<file path="src/rtl/oclib_uart.sv">
`default_nettype none
// ============================================================================
// Module   : oclib_uart (with helper oclib_uart_fifo)
// Brief    : Parametrised UART, TX/RX show-ahead FIFOs, valid/ready streams.
// Revision : 1.0 - initial release
// ============================================================================

module oclib_uart_fifo #(
  parameter int WIDTH = 8,
  parameter int DEPTH = 16
) (
  input  logic                   i_clk,
  input  logic                   i_rst,
  input  logic                   i_push,
  input  logic [WIDTH-1:0]       i_data,
  input  logic                   i_pop,
  output logic [WIDTH-1:0]       o_data,
  output logic                   o_ready,
  output logic                   o_valid,
  output logic [$clog2(DEPTH):0] o_count
);
  localparam int c_AW = $clog2(DEPTH);
  localparam int c_CW = c_AW + 1;

  logic [WIDTH-1:0] r_mem [DEPTH];
  logic [c_AW-1:0]  r_wr, r_rd;
  logic [c_CW-1:0]  r_count, w_count_next;
  logic             r_ready, r_valid, w_push, w_pop;

  // A pop frees a slot in the same cycle, so a full FIFO may still accept.
  assign w_pop        = i_pop && r_valid;
  assign w_push       = i_push && (r_ready || w_pop);
  assign w_count_next = r_count + c_CW'(w_push) - c_CW'(w_pop);

  always_ff @(posedge i_clk) begin
    if (i_rst) begin
      r_wr    <= '0;
      r_rd    <= '0;
      r_count <= '0;
      r_ready <= 1'b1;
      r_valid <= 1'b0;
    end else begin
      if (w_push) r_wr <= r_wr + c_AW'(1);
      if (w_pop)  r_rd <= r_rd + c_AW'(1);
      r_count <= w_count_next;
      r_ready <= (w_count_next != c_CW'(DEPTH));
      r_valid <= (w_count_next != '0);
    end
  end

  always_ff @(posedge i_clk) begin
    if (w_push) r_mem[r_wr] <= i_data;
  end

  assign o_data  = r_valid ? r_mem[r_rd] : '0;
  assign o_ready = r_ready;
  assign o_valid = r_valid;
  assign o_count = r_count;
endmodule

module oclib_uart #(
  parameter int CLOCK_HZ    = 100000000,
  parameter int BAUD        = 115200,
  parameter int DATA_BITS   = 8,
  parameter int PARITY      = 0,
  parameter int STOP_BITS   = 1,
  parameter int FIFO_DEPTH  = 16,
  parameter int SYNC_CYCLES = 3
) (
  input  logic                        i_clock,
  input  logic                        i_reset,
  input  logic                        i_rx,
  output logic                        o_tx,
  input  logic [DATA_BITS-1:0]        i_txData,
  input  logic                        i_txValid,
  output logic                        o_txReady,
  output logic [DATA_BITS-1:0]        o_rxData,
  output logic                        o_rxParityError,
  output logic                        o_rxValid,
  input  logic                        i_rxReady,
  output logic                        o_rxFramingError,
  output logic                        o_rxOverflow,
  output logic [$clog2(FIFO_DEPTH):0] o_txCount,
  output logic [$clog2(FIFO_DEPTH):0] o_rxCount
);
  localparam int c_DIVISOR = (CLOCK_HZ + BAUD / 2) / BAUD;
  localparam int c_CW      = $clog2(STOP_BITS * c_DIVISOR + 1);
  localparam int c_BW      = $clog2(DATA_BITS);
  localparam logic [c_CW-1:0] c_DIV_M1   = c_CW'(c_DIVISOR - 1);
  localparam logic [c_CW-1:0] c_HALF_M1  = c_CW'(c_DIVISOR / 2 - 1);
  localparam logic [c_CW-1:0] c_STOP_M1  = c_CW'(STOP_BITS * c_DIVISOR - 1);
  localparam logic [c_BW-1:0] c_LAST_BIT = c_BW'(DATA_BITS - 1);
  localparam logic            c_ODD      = (PARITY == 1);

  if (c_DIVISOR < 8) begin : g_bad_divisor
    $error("oclib_uart: baud divisor %0d is below 8", c_DIVISOR);
  end
  if (DATA_BITS < 5 || DATA_BITS > 8 || PARITY > 2 || STOP_BITS < 1 || STOP_BITS > 2
      || SYNC_CYCLES < 2) begin : g_bad_config
    $error("oclib_uart: unsupported frame or synchronizer configuration");
  end

  typedef enum logic [2:0] {TX_IDLE, TX_START, TX_DATA, TX_PARITY, TX_STOP} tx_state_t;
  typedef enum logic [2:0] {RX_ARM, RX_IDLE, RX_START, RX_DATA, RX_PARITY, RX_STOP,
                            RX_BREAK} rx_state_t;

  // ---------------- TX ----------------
  tx_state_t            r_tx_state, w_tx_state;
  logic [c_CW-1:0]      r_tx_cnt, w_tx_cnt;
  logic [c_BW-1:0]      r_tx_bit, w_tx_bit;
  logic [DATA_BITS-1:0] r_tx_shift, w_tx_shift, w_txf_data;
  logic                 r_tx_par, w_tx_par, w_tx_load, w_txf_valid, w_tx_line;

  oclib_uart_fifo #(.WIDTH(DATA_BITS), .DEPTH(FIFO_DEPTH)) u_txf (
    .i_clk(i_clock), .i_rst(i_reset), .i_push(i_txValid), .i_data(i_txData),
    .i_pop(w_tx_load), .o_data(w_txf_data), .o_ready(o_txReady),
    .o_valid(w_txf_valid), .o_count(o_txCount)
  );

  always_ff @(posedge i_clock) begin
    if (i_reset) begin
      r_tx_state <= TX_IDLE;
      r_tx_cnt   <= '0;
      r_tx_bit   <= '0;
      r_tx_shift <= '0;
      r_tx_par   <= 1'b0;
    end else begin
      r_tx_state <= w_tx_state;
      r_tx_cnt   <= w_tx_cnt;
      r_tx_bit   <= w_tx_bit;
      r_tx_shift <= w_tx_shift;
      r_tx_par   <= w_tx_par;
    end
  end

  always_comb begin
    w_tx_state = r_tx_state;
    w_tx_cnt   = r_tx_cnt;
    w_tx_bit   = r_tx_bit;
    w_tx_shift = r_tx_shift;
    w_tx_par   = r_tx_par;
    w_tx_load  = 1'b0;
    case (r_tx_state)
      TX_IDLE: w_tx_load = w_txf_valid;
      TX_START: begin
        if (r_tx_cnt == '0) begin
          w_tx_state = TX_DATA;
          w_tx_cnt   = c_DIV_M1;
          w_tx_bit   = '0;
        end else w_tx_cnt = r_tx_cnt - c_CW'(1);
      end
      TX_DATA: begin
        if (r_tx_cnt == '0) begin
          w_tx_shift = r_tx_shift >> 1;
          w_tx_cnt   = c_DIV_M1;
          if (r_tx_bit == c_LAST_BIT) begin
            if (PARITY != 0) w_tx_state = TX_PARITY;
            else begin
              w_tx_state = TX_STOP;
              w_tx_cnt   = c_STOP_M1;
            end
          end else w_tx_bit = r_tx_bit + c_BW'(1);
        end else w_tx_cnt = r_tx_cnt - c_CW'(1);
      end
      TX_PARITY: begin
        if (r_tx_cnt == '0) begin
          w_tx_state = TX_STOP;
          w_tx_cnt   = c_STOP_M1;
        end else w_tx_cnt = r_tx_cnt - c_CW'(1);
      end
      TX_STOP: begin
        if (r_tx_cnt == '0) begin
          if (w_txf_valid) w_tx_load = 1'b1;
          else w_tx_state = TX_IDLE;
        end else w_tx_cnt = r_tx_cnt - c_CW'(1);
      end
      default: w_tx_state = TX_IDLE;
    endcase
    // Loading from STOP makes back-to-back frames gapless.
    if (w_tx_load) begin
      w_tx_state = TX_START;
      w_tx_cnt   = c_DIV_M1;
      w_tx_shift = w_txf_data;
      w_tx_par   = (^w_txf_data) ^ c_ODD;
    end
  end

  always_comb begin
    case (r_tx_state)
      TX_START:  w_tx_line = 1'b0;
      TX_DATA:   w_tx_line = r_tx_shift[0];
      TX_PARITY: w_tx_line = r_tx_par;
      default:   w_tx_line = 1'b1;
    endcase
  end
  assign o_tx = w_tx_line;

  // ---------------- RX ----------------
  rx_state_t            r_rx_state, w_rx_state;
  logic [c_CW-1:0]      r_rx_cnt, w_rx_cnt;
  logic [c_BW-1:0]      r_rx_bit, w_rx_bit;
  logic [DATA_BITS-1:0] r_rx_shift, w_rx_shift;
  logic [SYNC_CYCLES-1:0] r_sync;
  logic                 r_rx_perr, w_rx_perr, w_rxs, w_rx_push, w_rx_ferr;
  logic                 w_rxf_ready, w_rxf_valid, w_rxf_drop, r_ferr, r_ovf;
  logic [DATA_BITS:0]   w_rxf_data;

  assign w_rxs      = r_sync[SYNC_CYCLES-1];
  assign w_rxf_drop = w_rx_push && !w_rxf_ready && !(i_rxReady && w_rxf_valid);

  oclib_uart_fifo #(.WIDTH(DATA_BITS + 1), .DEPTH(FIFO_DEPTH)) u_rxf (
    .i_clk(i_clock), .i_rst(i_reset), .i_push(w_rx_push),
    .i_data({r_rx_perr, r_rx_shift}), .i_pop(i_rxReady), .o_data(w_rxf_data),
    .o_ready(w_rxf_ready), .o_valid(w_rxf_valid), .o_count(o_rxCount)
  );

  always_ff @(posedge i_clock) begin
    if (i_reset) begin
      r_sync     <= '1;
      r_rx_state <= RX_ARM;
      r_rx_cnt   <= '0;
      r_rx_bit   <= '0;
      r_rx_shift <= '0;
      r_rx_perr  <= 1'b0;
      r_ferr     <= 1'b0;
      r_ovf      <= 1'b0;
    end else begin
      r_sync     <= {r_sync[SYNC_CYCLES-2:0], i_rx};
      r_rx_state <= w_rx_state;
      r_rx_cnt   <= w_rx_cnt;
      r_rx_bit   <= w_rx_bit;
      r_rx_shift <= w_rx_shift;
      r_rx_perr  <= w_rx_perr;
      r_ferr     <= w_rx_ferr;
      r_ovf      <= w_rxf_drop;
    end
  end

  always_comb begin
    w_rx_state = r_rx_state;
    w_rx_cnt   = r_rx_cnt;
    w_rx_bit   = r_rx_bit;
    w_rx_shift = r_rx_shift;
    w_rx_perr  = r_rx_perr;
    w_rx_push  = 1'b0;
    w_rx_ferr  = 1'b0;
    case (r_rx_state)
      // Line must idle high a full bit time before any start bit is trusted.
      RX_ARM: begin
        if (!w_rxs) w_rx_cnt = '0;
        else if (r_rx_cnt == c_DIV_M1) w_rx_state = RX_IDLE;
        else w_rx_cnt = r_rx_cnt + c_CW'(1);
      end
      RX_IDLE: begin
        if (!w_rxs) begin
          w_rx_state = RX_START;
          w_rx_cnt   = c_HALF_M1;
          w_rx_perr  = 1'b0;
        end
      end
      RX_START: begin
        if (r_rx_cnt == '0) begin
          if (w_rxs) w_rx_state = RX_IDLE;
          else begin
            w_rx_state = RX_DATA;
            w_rx_cnt   = c_DIV_M1;
            w_rx_bit   = '0;
          end
        end else w_rx_cnt = r_rx_cnt - c_CW'(1);
      end
      RX_DATA: begin
        if (r_rx_cnt == '0) begin
          w_rx_shift = {w_rxs, r_rx_shift[DATA_BITS-1:1]};
          w_rx_cnt   = c_DIV_M1;
          if (r_rx_bit == c_LAST_BIT) w_rx_state = (PARITY != 0) ? RX_PARITY : RX_STOP;
          else w_rx_bit = r_rx_bit + c_BW'(1);
        end else w_rx_cnt = r_rx_cnt - c_CW'(1);
      end
      RX_PARITY: begin
        if (r_rx_cnt == '0) begin
          w_rx_perr  = (^r_rx_shift) ^ w_rxs ^ c_ODD;
          w_rx_state = RX_STOP;
          w_rx_cnt   = c_DIV_M1;
        end else w_rx_cnt = r_rx_cnt - c_CW'(1);
      end
      RX_STOP: begin
        if (r_rx_cnt == '0) begin
          if (w_rxs) begin
            w_rx_push  = 1'b1;
            w_rx_state = RX_IDLE;
          end else begin
            w_rx_ferr  = 1'b1;
            w_rx_state = RX_BREAK;
          end
        end else w_rx_cnt = r_rx_cnt - c_CW'(1);
      end
      RX_BREAK: if (w_rxs) w_rx_state = RX_IDLE;
      default:  w_rx_state = RX_ARM;
    endcase
  end

  assign o_rxData         = w_rxf_data[DATA_BITS-1:0];
  assign o_rxParityError  = w_rxf_data[DATA_BITS];
  assign o_rxValid        = w_rxf_valid;
  assign o_rxFramingError = r_ferr;
  assign o_rxOverflow     = r_ovf;
endmodule
`default_nettype wire

</file>
<file path="config.mk">
export PLATFORM = sky130hd
export DESIGN_NAME = oclib_uart
export DESIGN_NICKNAME = d
export VERILOG_FILES = /design/src/rtl/oclib_uart.sv
export SDC_FILE = /design/constraint.sdc
export NUM_CORES = 1
export LEC_CHECK = 0
export ABC_AREA = 1
export CORE_MARGIN = 2
export CORE_UTILIZATION = 30
export DETAILED_ROUTE_END_ITERATION = 7
export SLEW_MARGIN = 15
export SYNTH_ARGS = -nofsm -noshare
export SYNTH_HDL_FRONTEND = slang
export SYNTH_SLANG_ARGS = --single-unit
</file>
<file path="constraint.sdc">
create_clock -name i_clock -period 6.6 [get_ports i_clock]
set_clock_uncertainty 0.05 [all_clocks]
set_input_delay 0.99 -clock i_clock [delete_from_list [all_inputs] [get_ports i_clock]]
set_output_delay 0.99 -clock i_clock [all_outputs]
set_load 0.05 [all_outputs]
</file>
==> impl_metrics.toml <==
[outcome]
outcome = "finished clean"

[floorplan]
rows = 84
fp.coreArea_sq_um = 52450
ioPinCount = 37
initial_core_util_pct = 30.22
dieWidth_um = 233.8
die_area_sq_um = 54680
fp.dieH_um = 233.8

[power_and_ir_drop]
powerDensity_nw_per_um2 = 373.3
pwr-share-seq_pct = 39.4
p_sw_uw = 2310
clock_power_share_pct = 32.3
p_sw_share_pct = 34.20
intPower_uw = 4445
power_frac_comb_pct = 28.2
ir_worst_vdd_uv = 242.5
p_leak_uw = 0.006983

[timing]
setup_ws_ps = 1701
setup_viol = 0
period_minus_slack_ps = 4899
worst_slew_pin_slew_ps = 1189
finalCritPeriodShare_pct = 74.23
max_freq_ghz = 0.2041
finalHoldViolations = 0
setup_tns_ps = 0
report.final.slew_viol_count = 0
relSlewSlack_pct = 20.41
rsz0062_at_grt = "no"

[synthesis]
syn_inst = 1562
ys_ff_latch = 365
ys_async_sr_fraction_pct = 0
yosysWarningCount = 0
synth-seq-area-share_pct = 63.29
synth_edf_count = 272
synth_cell_type_count = 47
synth_area_per_cell_sq_um = 10.15
syn_area_sq_um = 15850
synth_nets = 1606
synthFlopType = "edfxtp_1"

[cells_and_area]
drive_above_1_share_pct = 6.017
diodes = 0
final_util_pct = 34.51
area_growth_pct = 14.21
layout.nets = 1624
final_cells = 2300
fillers = 5205

[cts]
cts_sinks = 365
clk_pin_slew_ps = 50
root_buffer = "clkbuf_16"
clock_latency_ps = 570
cts_buffer_depth = 3
tritoncts = "built"
cts_buffers = 41
cts_max_level = 2
postCtsHoldBufs = 0
cts_setup_buffers = 0
ctsResizeCount = 0

[detailed_routing]
drtPass1Iterations = 5
routedWlPerCell_um = 15.91
vias_per_cell = 4.851
drc = 0
ant_nets = 0
vias = 11160
wirelength_um = 36590
drt_iter0_drc = 1002

[global_routing]
grt_max_degree = 75
grt_pass1_vias = 11080
grt_pass1_wl_um = 58550
grtUsageTotal_pct = 13.54
antenna_found_initial = 0
grt_overflow_total = 0

[worst_setup_path]
critPathMaxFanout = 73
cp.required_ps = 5560
slowest_stage = "inv_2"
crit_path_max_incr_delay_ps = 890
path_class = "reg2out"
arrival_ps = 3860
crit_path_start_kind = "flip-flop"
crit_chain = "buf_4 -> inv_2 -> o21ai_0 -> o221ai_1 -> o211ai_1 -> a21oi_1 -> clkdlybuf4s50_1"
end_kind = "primary output"

[placed_design]
place.port_buffers = 36
gp_congestion = 0.8059
dp_hpwl_um = 22280
place_ws_ps = 2379
placedCellCount = 2225

[run]
maxCapViolCount = 0

[worst_hold_path]
hp-class = "reg2reg"
-- Yosys cell counts, types with 2 or more instances --
cell type  instances  area, sq um
o22ai_1           11        68.82
fa_1               2        40.04
nor4_1             5        31.28
nor2_2             2        12.51
o211ai_1          18        135.1
buf_4              7        52.55
nor2_1           209        784.5
nor3_1            20        100.1
a21oi_1           59        295.3
inv_2              9        33.78
or2_2              8        50.05
buf_1              2        7.510
dfxtp_1           93         1862
nand3_1          109        545.5
o221ai_1          28        245.2
nand3b_1           2        15.01
nand2_2            2        12.51
xor2_1            22        192.7
a31oi_1            6        37.54
nand4_1            7        43.79
ha_1              29        362.9
buf_2             18        90.09
xnor2_1            6        52.55
clkinv_1           2        7.510
inv_1            126        473.0
o21ai_0          145        725.7
clkbuf_1          42        157.7
edfxtp_1         272         8168
nand2_1          283         1062
-- worst max-delay path: cells and delay by family, from the launching register on --
| family | cells | cell delay [ps] |
|---|---|---|
| buffers and inverters | 3 | 2080 |
| flip-flops | 1 | 300 |
| AO/OA/AOI/OAI | 4 | 880 |
-- cell families (layout without fill, tap and decap cells) --
group / after synthesis / after routing / synth area share [%]
AND/OR/NAND/NOR: 656 / 656 / 17.42
flip-flops: 365 / 365 / 63.29
AO/OA/AOI/OAI: 276 / 276 / 10.02
buffers and inverters: 206 / 256 / 5.187
adder cells (fa/ha/maj): 31 / 31 / 2.542
XOR/XNOR: 28 / 28 / 1.547
-- final timing paths --
path / from / endpoint / slack [ps] / depth (start not counted)
max: flip-flop / o_rxData[5] / 1700 / 7
min: r_sync[1] / r_sync[2] / 360 / 1
min reg2reg: r_sync[1] / r_sync[2] / 360 / 1
max reg2reg: r_tx_cnt[1] / u_txf.o_ready / 2950 / 17
-- placed cells by master, fill, tap and decap left out, drive strengths merged, types with 8 or more instances in the layout --
cell type and n:
o21ai 146, o22ai 11, a21oi 60, nand2 285, nand3 110, or2 9
xor2 22, ha 29, nor2 213, buf 8, clkinv 19, o221ai 28
nand4 8, o211ai 19, dfxtp 93, edfxtp 272, inv 136, nor3 21
clkdlybuf4s50 36, clkbuf 53
-- power by group through the flow --
stage	combinational [uW]	sequential, uW	clock (uW)
2_1_floorplan	1360	2780	0
3_3_place_gp	1860	2710	0
3_5_place_dp	1900	2710	0
4_1_cts	1920	2660	2230
5_1_grt	2150	2680	2330
6_report	1910	2660	2190
-- per-layer routing --
metal | GRT usage (%) | routed length, um
met5 | 0 | 0
met3 | 2.481 | 2112
met2 | 22.16 | 16900
met4 | 5.993 | 1353
met1 | 17.51 | 16220
-- cell type report --
| type | count | area, sq um | area share (%) |
|---|---|---|---|
| multi-input cells | 991 | 4996 | 27.60 |
| inverters | 137 | 514.2 | 2.841 |
| well taps | 688 | 860.8 | 4.756 |
| flip-flops and latches | 365 | 10030 | 55.43 |
| clock buffers | 53 | 1071 | 5.917 |
| clock inverters | 22 | 205.2 | 1.134 |
| repair buffers | 44 | 420.4 | 2.323 |
-- through the flow --
step	total power (uW)	hold WS [ps]	cell area (sq um)
global placement	4565	361.4	16820
global route	7163	381.3	18100
finish	6756	363.7	18100
floorplan	4139	339.5	15850
CTS	6815	371.1	18100
detailed placement	4615	357.1	16820
-- registers in the layout, indices dropped and copies added (netlist names), 3 cells and up, named ones only --
name	flops
u_txf.o_count	5
r_rx_state	3
u_txf.r_rd	4
u_rxf.o_count	5
r_rx_cnt	10
r_rx_shift	8
r_rx_bit	3
r_tx_cnt	10
r_tx_state	3
r_sync	3
u_txf.r_mem	128
u_txf.r_wr	4
r_tx_bit	3
u_rxf.r_mem	144
r_tx_shift	8
u_rxf.r_rd	4
u_rxf.r_wr	4
Power figures use the tool's default switching activity.
